--- src/rtl/maccum_state_arbiter.sv ---
// rtl/maccum_state_arbiter.sv - two-requester round-robin state arbiter with tag-routed accumulator returns
module maccum_state_arbiter #(
    parameter int NP    = 4,
    parameter int NC    = 4,
    parameter int WF    = 4,
    parameter int DEPTH = 4
) (
    input  logic                              iCLK,
    input  logic                              iRST,
    input  logic                              iValid_RQ_State0,
    output logic                              oReady_RQ_State0,
    input  logic [NP*WF-1:0]                  iData_RQ_State0,
    input  logic                              iValid_RQ_State1,
    output logic                              oReady_RQ_State1,
    input  logic [NP*WF-1:0]                  iData_RQ_State1,
    output logic                              oValid_MA_State,
    input  logic                              iReady_MA_State,
    output logic [NP*WF-1:0]                  oData_MA_State,
    input  logic                              iValid_MA_Accum,
    output logic                              oReady_MA_Accum,
    input  logic [NC*($clog2(NP)+WF)-1:0]     iData_MA_Accum,
    output logic                              oValid_RQ_Accum0,
    input  logic                              iReady_RQ_Accum0,
    output logic [NC*($clog2(NP)+WF)-1:0]     oData_RQ_Accum0,
    output logic                              oValid_RQ_Accum1,
    input  logic                              iReady_RQ_Accum1,
    output logic [NC*($clog2(NP)+WF)-1:0]     oData_RQ_Accum1,
    output logic [$clog2(DEPTH+1)-1:0]        oOutstanding
);

    localparam int SW = NP * WF;
    localparam int AW = (DEPTH > 1) ? $clog2(DEPTH) : 1;
    localparam int OW = $clog2(DEPTH + 1);

    logic          state_valid_q, state_valid_d;
    logic [SW-1:0] state_data_q, state_data_d;
    logic          pri_q, pri_d;
    logic [DEPTH-1:0] tag_q, tag_d;
    logic [AW-1:0] rd_ptr_q, rd_ptr_d;
    logic [AW-1:0] wr_ptr_q, wr_ptr_d;
    logic [OW-1:0] count_q, count_d;

    logic load, eligible, gnt0, gnt1, push, pop, empty, head;

    function automatic logic [AW-1:0] ptr_inc(input logic [AW-1:0] p);
        return (p == AW'(DEPTH - 1)) ? '0 : p + 1'b1;
    endfunction

    always_comb begin
        load     = !state_valid_q || iReady_MA_State;
        // occupancy is the registered count, so a same-cycle pop cannot make room
        eligible = load && (count_q < OW'(DEPTH)) && !iRST;
        gnt0     = iValid_RQ_State0 && (!iValid_RQ_State1 || !pri_q);
        gnt1     = iValid_RQ_State1 && (!iValid_RQ_State0 || pri_q);
        push     = eligible && (gnt0 || gnt1);

        oReady_RQ_State0 = eligible && gnt0;
        oReady_RQ_State1 = eligible && gnt1;

        empty = (count_q == '0);
        head  = tag_q[rd_ptr_q];

        oValid_RQ_Accum0 = iValid_MA_Accum && !empty && !head;
        oValid_RQ_Accum1 = iValid_MA_Accum && !empty && head;
        oData_RQ_Accum0  = iData_MA_Accum;
        oData_RQ_Accum1  = iData_MA_Accum;
        oReady_MA_Accum  = !empty && (head ? iReady_RQ_Accum1 : iReady_RQ_Accum0);
        pop              = iValid_MA_Accum && oReady_MA_Accum;

        state_valid_d = state_valid_q;
        state_data_d  = state_data_q;
        pri_d         = pri_q;
        tag_d         = tag_q;
        wr_ptr_d      = wr_ptr_q;
        rd_ptr_d      = rd_ptr_q;

        if (push) begin
            state_valid_d  = 1'b1;
            state_data_d   = gnt1 ? iData_RQ_State1 : iData_RQ_State0;
            pri_d          = gnt0;
            tag_d[wr_ptr_q] = gnt1;
            wr_ptr_d       = ptr_inc(wr_ptr_q);
        end else if (iReady_MA_State) begin
            state_valid_d = 1'b0;
        end

        if (pop) begin
            rd_ptr_d = ptr_inc(rd_ptr_q);
        end

        count_d = count_q + OW'(push) - OW'(pop);

        oValid_MA_State = state_valid_q;
        oData_MA_State  = state_data_q;
        oOutstanding    = count_q;
    end

    always_ff @(posedge iCLK or posedge iRST) begin
        if (iRST) begin
            state_valid_q <= 1'b0;
            state_data_q  <= '0;
            pri_q         <= 1'b0;
            tag_q         <= '0;
            rd_ptr_q      <= '0;
            wr_ptr_q      <= '0;
            count_q       <= '0;
        end else begin
            state_valid_q <= state_valid_d;
            state_data_q  <= state_data_d;
            pri_q         <= pri_d;
            tag_q         <= tag_d;
            rd_ptr_q      <= rd_ptr_d;
            wr_ptr_q      <= wr_ptr_d;
            count_q       <= count_d;
        end
    end

endmodule
--- config.mk ---
export PLATFORM = sky130hd
export DESIGN_NAME = maccum_state_arbiter
export DESIGN_NICKNAME = d
export VERILOG_FILES = /design/src/rtl/maccum_state_arbiter.sv
export SDC_FILE = /design/constraint.sdc
export NUM_CORES = 1
export LEC_CHECK = 0
export BUFFER_PORTS_ARGS = -buffer_cell sky130_fd_sc_hd__buf_2
export CAP_MARGIN = 15
export CORE_MARGIN = 1
export CORE_UTILIZATION = 26
export CTS_CLUSTER_DIAMETER = 50
export DETAILED_ROUTE_END_ITERATION = 8
export MAX_ROUTING_LAYER = met4
export PLACE_DENSITY_LB_ADDON = 0.08
export SYNTH_ARGS = -nofsm -noshare
export SYNTH_HDL_FRONTEND = slang
export SYNTH_SLANG_ARGS = --single-unit
export TNS_END_PERCENT = 30
--- constraint.sdc ---
create_clock -name iCLK -period 5.3 [get_ports iCLK]
set_input_delay 1.06 -clock iCLK [delete_from_list [all_inputs] [get_ports iCLK]]
set_output_delay 1.06 -clock iCLK [all_outputs]
set_load 0.02 [all_outputs]
==> reports/metrics.csv <==
stage,metric,value,unit
synth,synth_top_area_share,36.20,%
final_layout,instances_no_fill,323,
cts,cts-hold-fix-buffers,0,
timing,worstMarginPinSlew,927.6,ps
cts,h-tree-depth,2,
cts,cts_tree,done,
floorplanning,start_util,27.20,%
synth,synth_edf_count,0,
critical_path,arrival,2460,ps
placed_design,portBuffers,64,
routing,ant_nets,0,
worst_hold_path,hp-class,flip-flop to flip-flop,
timing,whs,531.0,ps
timing,setup_viol,0,
routing,drtIter0Drc,50,
global_routing,grt_max_degree,30,
floorplanning,core_area,7370,µm²
final_layout,nets,295,
synth,synth.most_common_cell,buf_4,
timing,period_share,66.44,%
outcome,status,"finished, final reports clean",
final_layout,drive_gt1_share,37.50,%
pwr,ir_worst_vdd,0.1342,mV
final_layout,seq_area,725.7,µm²
cts,cts-buffers-inserted,5,
critical_path,r2r_cells,11,
synth,synthCells,212,
synth,syn_nets,284,
synth,yosysTopAreaCell,dfrtp_1,
timing,fin_setup_tns,0,ps
cts,insertion_delay,280,ps
synth,ys_seq_area_share,36.20,%
synth,async_reset_ff_share,100.0,%
routing,drt-total-wl,4932,µm
cts,post_cts_resized,0,
synth,ys_types,27,
floorplanning,die_x,89.80,µm
placed_design,dp_cells,315,
critical_path,crit_top_cell,buf_2,
placed_design,place.gp.congestion,0.7206,
critical_path,max_stage_delay,380,ps
worst_hold_path,worstHoldPathCells,1,
final_layout,area_growth,6.554,%
run,maxCapViolCount,0,
timing,skew,5.375,ps
routing,num_vias,1526,
critical_path,crit_slowest_cell,nor2_1,
synth,syn-cell-area,2004,µm²
routing,vias_per_cell,4.724,
floorplanning,dieArea,8064,µm²
global_routing,grt_pass1_wl,8169,µm
routing,firstDrtPassIters,4,
timing,drv_slew,0,
synth,synth_commonest_cells,"48 x buf_4, 33 x a31oi_1, 29 x dfrtp_1",
floorplanning,io_pins,137,
global_routing,track_usage,13.20,%
synth,synthFlopType,dfrtp_1,
global_routing,antenna_found_initial,0,
synth,yosysWarnings,0,
global_routing,grt-ovfl-total,0,
floorplanning,rows,31,
synth,ys_top_cells_by_area,"dfrtp_1 36%, buf_4 18%, a31oi_1 10%",
final_layout,fillers,835,
critical_path,crit_path_end_kind,output port,
critical_path,path_cells,buf_2 -> inv_1 -> nor2_1 -> and3_1 -> buf_2,
routing,drc,0,
pwr,p_leak,0.9361,nW
cts,ctsLongestPathBuffers,2,
critical_path,r2r_slack,2450,ps
global_routing,grt_pass1_vias,1647,
cts,path_clk_slew,60,ps
final_layout,diodes,0,
cts,cts.sinks,29,
synth,syn_area_per_cell,9.455,µm²
timing,fin_crit,3521,ps
timing,hold_viol_final,0,
final_layout,multi_input_area,822.0,µm²
routing,avgRoutedWirePerCell,15.27,µm
timing,rsz0062_at_grt,false,
critical_path,required,4240,ps
critical_path,worst-setup-path-type,input port to output port,
timing,slew_headroom,38.16,%
placed_design,place_hpwl,3574,µm
synth,synth-seq-cells,29,
cts,clockRootBuffer,clkbuf_8,
critical_path,cp-start-kind,input port,
timing,timing.fmax,284.0,MHz
pwr,power_density,565.5,nW/µm²
floorplanning,fp.dieH,89.80,µm
cts,post_cts_buffers,0,
critical_path,cp_max_fo,19,
==> worst max-delay path: cells and delay by family <==
kind | cells | cell delay [ps]
simple gates | 2 | 600
buf+inv | 3 | 790
==> report_power, final <==
part	internal, mW	switching, mW
Combinational	0.253	0.338
Clock	0.0931	0.0813
Sequential	0.334	0.108
==> sequential cells by signal, summed over array words and instances, names as in the netlist <==
name             flops
oData_MA_State      16
oOutstanding         3
oValid_MA_State      1
pri_q                1
rd_ptr_q             2
tag_q                4
wr_ptr_q             2
==> cell families (layout without fill, tap and decap cells) <==
kind of cell / after synthesis / in the layout / synth area share, %
simple gates: 21 / 21 / 5.430
compound gates: 68 / 68 / 21.60
xor+xnor: 2 / 2 / 0.8741
mux: 11 / 11 / 7.615
buf+inv: 73 / 85 / 22.91
flops: 29 / 29 / 36.20
fa+ha+maj: 8 / 8 / 5.368
==> final cells by class <==
cell class                      count  share of cell area, %
Clock buffer                        8                  3.749
Inverter                            9                  1.582
Tap cell                           99                  5.800
Multi-Input combinational cell    110                  38.49
Sequential cell                    29                  33.98
Timing Repair Buffer               68                  16.40
==> stage by stage <==
step / cell area, µm² / util [%] / power, mW / setup WS [ps]
finish: 2136 / 28.98 / 1.208 / 1779
global route: 2136 / 28.98 / 1.312 / 1632
CTS: 2136 / 28.98 / 1.230 / 1764
detailed placement: 2056 / 27.89 / 1.051 / 1696
global placement: 2056 / 27.89 / 1.053 / 1742
floorplan: 2004 / - / 0.8965 / 2216
==> worst paths after layout <==
check                                           from                            end
max in group asynchronous                       iRST  oData_MA_State[6]$_DFFE_PP0P_
max reg2reg                oOutstanding[2]$_DFF_PP0_      oOutstanding[2]$_DFF_PP0_
min                             tag_q[0]$_DFFE_PP0P_           tag_q[0]$_DFFE_PP0P_
min reg2reg                     tag_q[0]$_DFFE_PP0P_           tag_q[0]$_DFFE_PP0P_
max                                 iValid_RQ_State1               oReady_RQ_State1
min in group asynchronous                       iRST        rd_ptr_q[0]$_DFFE_PP0P_
==> cells in the final DEF, fill, tap and decap left out, types with 2 or more instances in the layout <==
master	Yosys	layout
buf_2	4	64
a31oi_1	33	33
dfrtp_1	29	29
o211ai_1	16	16
o21ai_0	16	16
inv_1	9	9
ha_1	7	7
nor2_1	7	6
mux2_2	6	6
clkbuf_8	0	5
nand4_1	4	4
buf_4	48	4
clkbuf_1	12	3
nand2b_1	2	2
and3_1	2	2
nor2b_1	2	2
o311ai_0	2	2
xnor2_1	2	2
mux2_4	2	2
==> routing by layer <==
| layer | global-route usage [%] | up-vias | wire length [µm] |
|---|---|---|---|
| met2 | 20.19 | 60 | 2294 |
| met4 | 4.098 | 0 | 51 |
| met1 | 16.70 | 716 | 2260 |
| li1 | - | 745 | - |
| met3 | 3.976 | 5 | 324 |
| met5 | - | - | 0 |
(Power assumes the default switching activity.)
